==> src/rtl/parallel_to_serial_if.sv <==
// Parallel-to-serial port bundle.
// Producer word handshake plus serial stream and status.
interface parallel_to_serial_if #(
  parameter int WIDTH = 4
);
  logic [WIDTH-1:0] data_in;
  logic             data_valid;
  logic             data_ready;
  logic             serial_out;
  logic             bit_valid;
  logic             word_start;
  logic             busy;
  logic [7:0]       word_count;

  modport master (
    output data_in,
    output data_valid,
    input  data_ready,
    input  serial_out,
    input  bit_valid,
    input  word_start,
    input  busy,
    input  word_count
  );

  modport slave (
    input  data_in,
    input  data_valid,
    output data_ready,
    output serial_out,
    output bit_valid,
    output word_start,
    output busy,
    output word_count
  );
endinterface

==> src/rtl/parallel_to_serial.sv <==
// Word serializer: one-word holding buffer feeding a shifter.
// Back-to-back words stream gap-free; words are counted mod 256.
module parallel_to_serial #(
  parameter int WIDTH     = 4,
  parameter bit MSB_FIRST = 1'b0
) (
  input  logic                 clk,
  input  logic                 rst,
  parallel_to_serial_if.slave  bus
);
  localparam int CW = $clog2(WIDTH);

  typedef enum logic {IDLE, SHIFT} state_t;

  state_t           state_q, state_d;
  logic [WIDTH-1:0] hold_q, hold_d;
  logic [WIDTH-1:0] shreg_q, shreg_d;
  logic             hold_full_q, hold_full_d;
  logic             ready_q, ready_d;
  logic [CW-1:0]    cnt_q, cnt_d;
  logic             serial_q, serial_d;
  logic             bit_valid_q, bit_valid_d;
  logic             word_start_q, word_start_d;
  logic [7:0]       word_count_q, word_count_d;
  logic             accept;
  logic             last_bit;
  logic             load;

  assign accept   = bus.data_valid & ready_q;
  assign last_bit = (state_q == SHIFT) && (cnt_q == CW'(WIDTH - 1));
  assign load     = hold_full_q && ((state_q == IDLE) || last_bit);

  // FSM state register
  always_ff @(posedge clk or posedge rst) begin
    if (rst) state_q <= IDLE;
    else     state_q <= state_d;
  end

  // FSM next state: stay in SHIFT while words keep arriving
  always_comb begin
    state_d = state_q;
    unique case (state_q)
      IDLE:  if (hold_full_q) state_d = SHIFT;
      SHIFT: if (last_bit && !hold_full_q) state_d = IDLE;
    endcase
  end

  // Datapath and output next values
  always_comb begin
    hold_d       = hold_q;
    hold_full_d  = hold_full_q;
    shreg_d      = shreg_q;
    cnt_d        = cnt_q;
    serial_d     = serial_q;
    bit_valid_d  = bit_valid_q;
    word_start_d = 1'b0;
    word_count_d = word_count_q;
    if (load) hold_full_d = 1'b0;
    if (accept) begin
      hold_d      = bus.data_in;
      hold_full_d = 1'b1;
    end
    if (last_bit) word_count_d = word_count_q + 8'd1;
    if (load) begin
      cnt_d        = '0;
      bit_valid_d  = 1'b1;
      word_start_d = 1'b1;
      if (MSB_FIRST) begin
        serial_d = hold_q[WIDTH-1];
        shreg_d  = hold_q << 1;
      end else begin
        serial_d = hold_q[0];
        shreg_d  = hold_q >> 1;
      end
    end else if (last_bit) begin
      bit_valid_d = 1'b0;
      serial_d    = 1'b0;
    end else if (state_q == SHIFT) begin
      cnt_d = cnt_q + CW'(1);
      if (MSB_FIRST) begin
        serial_d = shreg_q[WIDTH-1];
        shreg_d  = shreg_q << 1;
      end else begin
        serial_d = shreg_q[0];
        shreg_d  = shreg_q >> 1;
      end
    end
    ready_d = !hold_full_d;
  end

  // Datapath registers; ready comes up set out of reset
  always_ff @(posedge clk or posedge rst) begin
    if (rst) begin
      hold_q       <= '0;
      hold_full_q  <= 1'b0;
      shreg_q      <= '0;
      cnt_q        <= '0;
      serial_q     <= 1'b0;
      bit_valid_q  <= 1'b0;
      word_start_q <= 1'b0;
      word_count_q <= 8'd0;
      ready_q      <= 1'b1;
    end else begin
      hold_q       <= hold_d;
      hold_full_q  <= hold_full_d;
      shreg_q      <= shreg_d;
      cnt_q        <= cnt_d;
      serial_q     <= serial_d;
      bit_valid_q  <= bit_valid_d;
      word_start_q <= word_start_d;
      word_count_q <= word_count_d;
      ready_q      <= ready_d;
    end
  end

  assign bus.data_ready = ready_q;
  assign bus.serial_out = serial_q;
  assign bus.bit_valid  = bit_valid_q;
  assign bus.word_start = word_start_q;
  assign bus.word_count = word_count_q;
  assign bus.busy       = hold_full_q | (state_q == SHIFT);
endmodule

==> src/flat_wrapper.sv <==
// flat-port wrapper written by rule: the top's interface ports become plain ports
module parallel_to_serial_flat 
#(
  parameter int WIDTH     = 4,
  parameter bit MSB_FIRST = 1'b0
)
  (clk, rst, bus_data_in, bus_data_valid, bus_data_ready, bus_serial_out, bus_bit_valid, bus_word_start, bus_busy, bus_word_count);
  parallel_to_serial_if #(.WIDTH(WIDTH)) bus_i ();
  input  logic clk;
  input  logic rst;
  input wire logic [$bits(bus_i.data_in)-1:0] bus_data_in;
  input wire logic [$bits(bus_i.data_valid)-1:0] bus_data_valid;
  output wire logic [$bits(bus_i.data_ready)-1:0] bus_data_ready;
  output wire logic [$bits(bus_i.serial_out)-1:0] bus_serial_out;
  output wire logic [$bits(bus_i.bit_valid)-1:0] bus_bit_valid;
  output wire logic [$bits(bus_i.word_start)-1:0] bus_word_start;
  output wire logic [$bits(bus_i.busy)-1:0] bus_busy;
  output wire logic [$bits(bus_i.word_count)-1:0] bus_word_count;
  assign bus_i.data_in = bus_data_in;
  assign bus_i.data_valid = bus_data_valid;
  assign bus_data_ready = bus_i.data_ready;
  assign bus_serial_out = bus_i.serial_out;
  assign bus_bit_valid = bus_i.bit_valid;
  assign bus_word_start = bus_i.word_start;
  assign bus_busy = bus_i.busy;
  assign bus_word_count = bus_i.word_count;
  parallel_to_serial #(.WIDTH(WIDTH), .MSB_FIRST(MSB_FIRST)) u_core (.clk(clk), .rst(rst), .bus(bus_i));
endmodule
==> config.mk <==
export PLATFORM = sky130hd
export DESIGN_NAME = parallel_to_serial_flat
export DESIGN_NICKNAME = d
export VERILOG_FILES = /design/src/rtl/parallel_to_serial_if.sv /design/src/rtl/parallel_to_serial.sv /design/src/flat_wrapper.sv
export SDC_FILE = /design/constraint.sdc
export NUM_CORES = 1
export LEC_CHECK = 0
export ABC_AREA = 1
export BUFFER_PORTS_ARGS = -buffer_cell sky130_fd_sc_hd__buf_4
export CORE_MARGIN = 3
export CORE_UTILIZATION = 47
export CTS_CLUSTER_DIAMETER = 120
export DETAILED_ROUTE_END_ITERATION = 12
export GPL_ROUTABILITY_DRIVEN = 0
export PLACE_DENSITY_LB_ADDON = 0.08
export SYNTH_ARGS = -nofsm -noshare
export SYNTH_HDL_FRONTEND = slang
export SYNTH_SLANG_ARGS = --single-unit
==> constraint.sdc <==
create_clock -name clk -period 3.2 [get_ports clk]
set_clock_uncertainty 0.15 [all_clocks]
set_input_delay 0.64 -clock clk [delete_from_list [all_inputs] [get_ports clk]]
set_output_delay 0.64 -clock clk [all_outputs]
set_load 0.1 [all_outputs]
==> results of run 1 <==
-- worst max-delay path, delay by kind of cell, from the launching register on --
family        cells  cell delay, ns
simple gates      1            0.27
buf+inv           1            0.24
flops             1            0.46
-- cell type report --
class | instances | area [sq um]
inverters | 18 | 67.6
well taps | 27 | 33.8
repair buffers | 19 | 143
fillers | 178 | 788
clock buffers | 4 | 26.3
multi-input cells | 63 | 367
flip-flops and latches | 23 | 577
-- worst max-delay path by stage --
stage          slack [ns]  depth (start not counted)  endpoint
6_report             1.14                          2  bus_busy
5_1_grt              1.09                          2  bus_busy
4_1_cts              1.12                          2  bus_busy
3_5_place_dp         1.48                          2  bus_busy
3_3_place_gp         1.49                          2  bus_busy
2_1_floorplan        1.25                          1  bus_busy
-- sequential cells by signal, summed over array words and instances (netlist names) --
register               flops
u_core.hold_q              4
u_core.cnt_q               2
u_core.hold_full_q         1
u_core.bus.word_count      8
u_core.bus.serial_out      1
u_core.shreg_q             3
u_core.bus.bit_valid       1
u_core.state_q             1
u_core.bus.data_ready      1
u_core.bus.word_start      1
-- synth_stat cells, drive strengths merged --
| cell | number | area [sq um] |
|---|---|---|
| nand2 | 32 | 130 |
| dfstp | 1 | 26.3 |
| xor2 | 2 | 17.5 |
| mux2 | 3 | 33.8 |
| xnor2 | 3 | 26.3 |
| nand3 | 6 | 30.0 |
| ha | 2 | 25.0 |
| a21oi | 2 | 10.0 |
| nor2 | 7 | 56.3 |
| inv | 18 | 67.6 |
| or2 | 1 | 6.26 |
| nand4 | 2 | 12.5 |
| dfrtp | 22 | 551 |
| o21ai | 3 | 18.8 |
-- per-layer routing --
metal  wire, um  track usage, %
met3         70            2.56
met2        733            22.5
met1        851            21.0
met5          0               0
met4         19            6.38
-- stage by stage --
stage	instance area [sq um]	setup slack (ns)
after global placement	1190	1.49
after detailed placement	1190	1.48
final	1210	1.14
after global routing	1210	1.09
after CTS	1210	1.12
after floorplan	1010	1.25
-- cells by family (layout without fill, tap and decap cells) --
logic type / Yosys count / in the layout / synth area share, %
XOR/XNOR: 5 / 5 / 4.33
AO/OA/AOI/OAI: 5 / 5 / 2.85
multiplexers: 3 / 3 / 3.34
buffers and inverters: 18 / 41 / 6.68
flip-flops: 23 / 23 / 57.1
adder cells (fa/ha/maj): 2 / 2 / 2.47
AND/OR/NAND/NOR: 48 / 48 / 23.3
==> results.tsv, run 1 <==
metric	value	unit
slowest CP cell	dfrtp_1	
#FFs+latches synth	23	
Worst Setup SP	u_core.state_q$_DFF_PP0_	
Detail Route Antenna Nets	0	
Avg Cell Area, Syn	9.72	sq um
I/O pin total	20	
first drt pass iteration count	4	
unique cell type count in the Yosys netlist	19	
synthesis warning total	0	
DIE HEIGHT	52.4	um
Non-Filler Instances	154	
Port Buffer Count	19	
vias in the first global route	689	
Num CTS Buffers	3	
core area	0.00200	sq mm
Worst-path clk slew	0.12	ns
CTS Sinks	23	
kind of critical path	reg -> out	
path depth of the worst reg2reg path	7	
initial core utilization	50.5	%
Area growth syn-to-layout	20.0	%
Final nets	137	
crit path capture type	output port	
CP Cell Sequence	or2_1 -> buf_4	
Reg-to-Reg End	u_core.cnt_q[0]$_DFFE_PP0P_	
post_cts resized	0	
Slew @ Worst Pin	0.857	ns
largest net degree at the start of global routing	24	
worst skew pair latency	0.30	ns
CP Launch Type	flip-flop	
Tot GR Track Use	14.9	%
fmax	484	MHz
n_diodes	0	
first-pass GRT wire length	2.99	mm
Tcrit/Tclk final	64.5	%
drt wl/cell	10.9	um
initial antenna violation count	0	
crit path time final	2.06	ns
cells after synthesis	104	
hold buffers post-CTS	0	
status	complete, no violations	
DRT iter0 DRCs	6	
Max stage delay on crit path	0.46	ns
arrival time at the worst endpoint	1.27	ns
worst hold margin	0.347	ns
H-tree depth	1	
RSZ-0062 raised after global routing	false	
# DRC	0	
CP max FO	4	
Root Buffer	clkbuf_4	
grt ovf	0	
# rows	16	
Avg Vias per Cell	4.52	
Hold Path Class	in -> async	
Final Hold Fails	0	
cell area after synthesis	0.00101	sq mm
worst rel slew slack	42.8	%
Setup TNS Final	0	ns
DP HPWL	1.21	mm
reg2reg setup slack	1.76	ns
Req. time, crit path	2.41	ns
final core occ	60.6	%
reg-to-reg startpoint	u_core.cnt_q[0]$_DFFE_PP0P_	
vias	696	
Seq/Total Area, Yosys	57.1	%
most frequent cells in the layout	nand2_1, dfrtp_1, buf_4, inv_1, nand3_1	
max cap viols	0	
commonest non-fill, non-tap cell in the layout	nand2_1	
max-slew violations	0	
CTS tree	built	
Max Buffers Root-to-Sink	2	
Setup-failing EPs final	0	
Total Die Area	0.00274	sq mm
# Post-CTS Setup Buffers	0	
syn nets	113	
routed wire length	1.67	mm
die width	52.4	um
layout cell share with drive strength beyond 1	26.8	%
placed cell count	150	
Power of run 1 is left out: the tool's default activity adds up to more than one toggle a clock period on the data nets, which glitch-free logic cannot reach.
==> inputs of run 2 (changes only) <==
Settings changed: ABC_AREA 1 to 0.
Clock period 3.2 ns to 1.9 ns, I/O delays scaled along.
==> run 2 against run 1 <==
Against the previous run: count of clock-buffer cells in the layout stayed put; setup slack worse by 1.1 ns; final cell count is 18% lower; area after synthesis is 5.2% lower; sequential share of layout area is 1.4 points higher; largest cell class unchanged; highest routed layer unchanged.
==> results.tsv, run 2 <==
metric	value	unit	change
status	complete, no violations		
H-tree depth	1		unchanged
Seq/Total Area, Yosys	60.2	%	+3.1 points
Max Buffers Root-to-Sink	2		unchanged
CP Cell Sequence	or2_2 -> buf_4		
Slew @ Worst Pin	0.278	ns	-0.579 ns
crit path time final	1.83	ns	
cells after synthesis	76		-27%
Area growth syn-to-layout	23.8	%	
Max stage delay on crit path	0.43	ns	-0.03 ns
grt ovf	0		unchanged
share of flip-flops with an asynchronous set or reset	100	%	unchanged
cell area after synthesis	958	sq um	-5.2%
worst skew pair latency	0.30	ns	about the same
unique cell type count in the Yosys netlist	25		+6
initial antenna violation count	0		unchanged
#FFs+latches synth	23		unchanged
Hold Path Class	in -> reg		
Avg Cell Area, Syn	12.6	sq um	+30%
Tot GR Track Use	14.2	%	-0.69 points
Post-synth top cells	dfrtp_1, nand2_1, mux2_2		
CP delay by family, top	flip-flops		
synthesis warning total	0		unchanged
Avg Vias per Cell	4.91		+8.5%
max cap viols	0		unchanged
largest area contributor in the netlist	dfrtp_1		
drt wl/cell	12.3	um	+13%
n_diodes	0		unchanged
Port Buffer Count	19		unchanged
Root Buffer	clkbuf_4		
Detail Route Antenna Nets	0		unchanged
top post-synthesis cells by area	dfrtp_1, mux2_2, xnor2_1, nand2_1, mux2i_1		
Setup-failing EPs final	0		unchanged
Yosys top cell area share	57.4	%	+3.0 points
most frequent cells in the layout	buf_4, dfrtp_1, nand2_1, mux2_2, xnor2_1		
die width	51.2	um	-2.3%
CP Buf/Inv Count	1		unchanged
routed wire length	1.56	mm	-6.7%
arrival time at the worst endpoint	1.30	ns	+0.03 ns
layout cell share with drive strength beyond 1	39.2	%	+12 points
CTS Sinks	23		unchanged
Worst-path clk slew	0.12	ns	about the same
initial core utilization	52.6	%	+2.1 points
DIE HEIGHT	51.2	um	-2.3%
number of synthesized flops with an enable pin	0		unchanged
first drt pass iteration count	4		unchanged
CTS tree	built		
Num CTS Buffers	3		unchanged
worst rel slew slack	81.5	%	+39 points
WHS Path Cells	2		
# rows	15		-1
CP max FO	4		unchanged
largest net degree at the start of global routing	24		unchanged
Setup TNS Final	0	ns	unchanged
core area	0.00182	sq mm	-9.1%
fmax	548	MHz	
I/O pin total	20		unchanged
Final nets	112		-18%
DP HPWL	1.13	mm	-6.6%
max FFs per register	8		unchanged
CP Launch Type	flip-flop		
# DRC	0		unchanged
max-slew violations	0		unchanged
Req. time, crit path	1.37	ns	-1.04 ns
crit path capture type	output port		
vias in the first global route	577		-16%
slowest CP cell	dfrtp_1		
Final Hold Fails	0		unchanged
top_reg_cell synth	dfrtp_1		
most frequent cell after synthesis	dfrtp_1		
RSZ-0062 raised after global routing	false		
first-pass GRT wire length	2.66	mm	-11%
vias	623		-10%
kind of critical path	reg -> out		
Total Die Area	0.00262	sq mm	-4.6%
Tcrit/Tclk final	96.1	%	
syn nets	85		-25%
commonest non-fill, non-tap cell in the layout	buf_4		
number of stages on the worst setup path	2		unchanged
DRT iter0 DRCs	8		+2
path depth of the worst reg2reg path	4		-3
-- run 2: cell types whose count changed after synthesis, sizes merged, moves of 2 or more --
cell   change
nand2     -21
inv       -15
nand3      -5
mux2       +3
mux2i      +3
nor2       -3
a21oi      -2
buf        +2
nor2b      +2
xnor2      +2
-- run 2: final timing paths --
check,startpoint,to,slack [ns]
min in group asynchronous,rst,u_core.bus.word_start$_DFF_PP0_,0.51
worst max register to register,u_core.cnt_q[0]$_DFFE_PP0P_,u_core.bus.serial_out$_DFFE_PP0P_,0.29
worst min register to register,u_core.bus.word_count[7]$_DFFE_PP0P_,u_core.bus.word_count[7]$_DFFE_PP0P_,0.33
worst max-delay path,u_core.state_q$_DFF_PP0_,bus_busy,0.07
worst min-delay path,bus_data_in[0],u_core.hold_q[0]$_DFFE_PP0P_,0.15
max in group asynchronous,rst,u_core.bus.data_ready$_DFF_PP1_,0.82
-- run 2: area by class of cell --
cell class                      count  area [sq um]
Clock buffer                        4          26.3
Fill cell                         154           634
Inverter                            3          11.3
Multi-Input combinational cell     48           354
Sequential cell                    23           581
Tap cell                           25          31.3
Timing Repair Buffer               24           183
-- run 2: cells by family (layout without fill, tap and decap cells) --
logic type	count (synthesis)	count (layout)	share of synthesized area [%]
muxes	9	9	10.2
adders and majority gates	2	2	2.61
xor gates and xnor gates	7	7	6.40
AOI/OAI and AO/OA	5	5	3.52
buffers and inverters	5	31	2.87
DFF	23	23	60.2
and+or+nand+nor	25	25	14.2
-- run 2: per-stage QoR --
stage          worst slack (ns)  std cells  hold slack [ns]  area (sq um)  utilization [%]
3_3_place_gp              0.340        119            0.289          1130             61.9
4_1_cts                  0.0350        125            0.138          1170             64.3
2_1_floorplan            0.0605         76            0.231           961                -
6_report                 0.0747        127            0.155          1190             65.2
5_1_grt                  0.0208        127            0.134          1190             65.2
3_5_place_dp              0.309        119            0.292          1130             61.9
-- run 2: timing repair --
item                                    CTS  global route
hold buffers                              1             0
buffers inserted                          1             2
endpoints found under the hold margin    22             0
endpoints found under the setup margin    1             1
resized for setup                         1             0
-- run 2: per-layer routing --
| layer | wire length (um) | track usage, % |
|---|---|---|
| met3 | 65 | 3.50 |
| met1 | 714 | 18.6 |
| met4 | 29 | 8.07 |
| met5 | 0 | 0 |
| met2 | 752 | 21.5 |
Power of run 2 is left out for the same reason.
==> inputs of run 3 (changes only) <==
Settings changed: CORE_UTILIZATION 47 to 46, CTS_CLUSTER_SIZE set to 14, GPL_ROUTABILITY_DRIVEN 0 to not set.
Clock period 1.9 ns to 1.5 ns, I/O delays scaled along.
==> run 3 against run 2 <==
Against the previous run: the run now ends with setup timing left; critical endpoint is now bus_data_ready; sequential share of layout area decreased by 3.6 points; routed wire length increased by 6.4%; count of clock-buffer cells in the layout unchanged; design area increased by 11%; via count rose by 2.6%.
==> results.tsv, run 3 (synthesis gave the netlist of run 2 again) <==
metric	value	unit	change
core area	0.00184	sq mm	+1.0%
Tcrit/Tclk final	106	%	
CP Launch Type	flip-flop		
DIE HEIGHT	51.6	um	+0.96%
drt wl/cell	12.5	um	+1.6%
Max Buffers Root-to-Sink	2		unchanged
Setup-failing EPs final	2		+2
CP endpoint	bus_data_ready		
kind of critical path	reg -> out		
die width	51.6	um	+0.96%
CTS Sinks	23		unchanged
slowest CP cell	dfstp_4		
DP HPWL	1.18	mm	+4.2%
Avg Vias per Cell	4.80		-2.1%
Num CTS Buffers	3		unchanged
initial antenna violation count	0		unchanged
most frequent cells in the layout	buf_4, dfrtp_1, nand2_1, mux2_2		
worst skew pair latency	0.30	ns	about the same
largest net degree at the start of global routing	24		unchanged
max-slew violations	0		unchanged
first drt pass iteration count	3		-1
Worst-path clk slew	0.12	ns	about the same
fill count	148		-3.9%
vias in the first global route	604		+4.7%
commonest non-fill, non-tap cell in the layout	buf_4		
DRT iter0 DRCs	6		-2
setup slack after layout	-0.0853	ns	-0.160 ns
H-tree depth	1		unchanged
Area growth syn-to-layout	37.3	%	
first-pass GRT wire length	2.81	mm	+5.7%
max FFs per register	8		unchanged
routed wire length	1.66	mm	+6.4%
placed cell count	122		+2.5%
# DRC	0		unchanged
Slew @ Worst Pin	0.278	ns	+0.000674 ns
Hold Startpoint	bus_data_in[0]		
arrival time at the worst endpoint	1.14	ns	-0.16 ns
Detail Route Antenna Nets	0		unchanged
CP Buf/Inv Count	1		unchanged
initial core utilization	52.1	%	-0.54 points
worst rel slew slack	81.4	%	about the same
Req. time, crit path	1.05	ns	-0.32 ns
grt ovf	0		unchanged
CTS tree	built		
Final nets	118		+5.4%
reg2reg setup slack	0.05	ns	-0.24 ns
Non-Filler Instances	133		+4.7%
Reg-to-Reg End	u_core.bus.serial_out$_DFFE_PP0P_		
n_diodes	0		unchanged
status	finished with violations		
pre-CTS WS	-0.0361	ns	-0.345 ns
failing checks	setup timing		
CP max FO	2		-2
CP Cell Sequence	buf_12		
Tot GR Track Use	14.8	%	+0.57 points
Port Buffer Count	19		unchanged
reg-to-reg startpoint	u_core.cnt_q[0]$_DFFE_PP0P_		
path depth of the worst reg2reg path	4		unchanged
layout cell share with drive strength beyond 1	49.1	%	+9.9 points
Max stage delay on crit path	0.66	ns	+0.23 ns
worst hold margin	0.0719	ns	-0.0827 ns
max cap viols	0		unchanged
Root Buffer	clkbuf_4		
# rows	15		unchanged
crit path capture type	output port		
Total Die Area	0.00267	sq mm	+1.9%
fmax	631	MHz	
number of stages on the worst setup path	1		-1
Hold Path Class	in -> reg		
Final Hold Fails	0		unchanged
Final GP Congestion	0.696		
Worst Setup SP	u_core.bus.data_ready$_DFF_PP1_		
I/O pin total	20		unchanged
vias	639		+2.6%
CP delay by family, top	flip-flops		
crit path time final	1.59	ns	
RSZ-0062 raised after global routing	true		
==> run 3: how the worst min path moves through the flow <==
stage                                           endpoint  slack [ns]  cells after the start
finish                      u_core.hold_q[0]$_DFFE_PP0P_        0.07                      2
global route                u_core.hold_q[1]$_DFFE_PP0P_        0.04                      2
CTS                         u_core.hold_q[2]$_DFFE_PP0P_        0.06                      2
detailed placement  u_core.bus.word_count[7]$_DFFE_PP0P_        0.22                      3
global placement            u_core.hold_q[0]$_DFFE_PP0P_        0.21                      3
floorplan               u_core.bus.bit_valid$_DFFE_PP0P_        0.15                      1
==> run 3: timing repair <==
item                                    CTS  global route
buffers inserted                          3             3
hold endpoints to repair                 22             0
resized for setup                        10             7
endpoints found under the setup margin    6             9
hold buffers                              1             0
pin swaps                                 1             0
gates cloned                              0             0
==> run 3: final cells by class <==
cell class                 instances  area (sq um)  area share, %
multi-input combinational         48           364           27.7
clock buffer                       4          26.3           2.00
sequential                        23           597           45.3
tap                               25          31.3           2.38
inverter                           3          11.3          0.856
timing repair buffer              30           287           21.8
==> run 3: metal layers <==
metal	track usage [%]	part of all wire (%)
met5	0	0
met4	3.93	0.84
met3	6.02	5.0
met2	22.9	49
met1	19.2	45
==> run 3: stage by stage <==
stage	cell area (sq um)	TNS, ns	utilization (%)
finish	1320	-0.170	71.6
global route	1320	-0.265	71.6
CTS	1270	-0.181	69.0
detailed placement	1170	-0.0361	63.7
global placement	1170	0	63.7
floorplan	983	0	-
Power of run 3 is left out for the same reason.
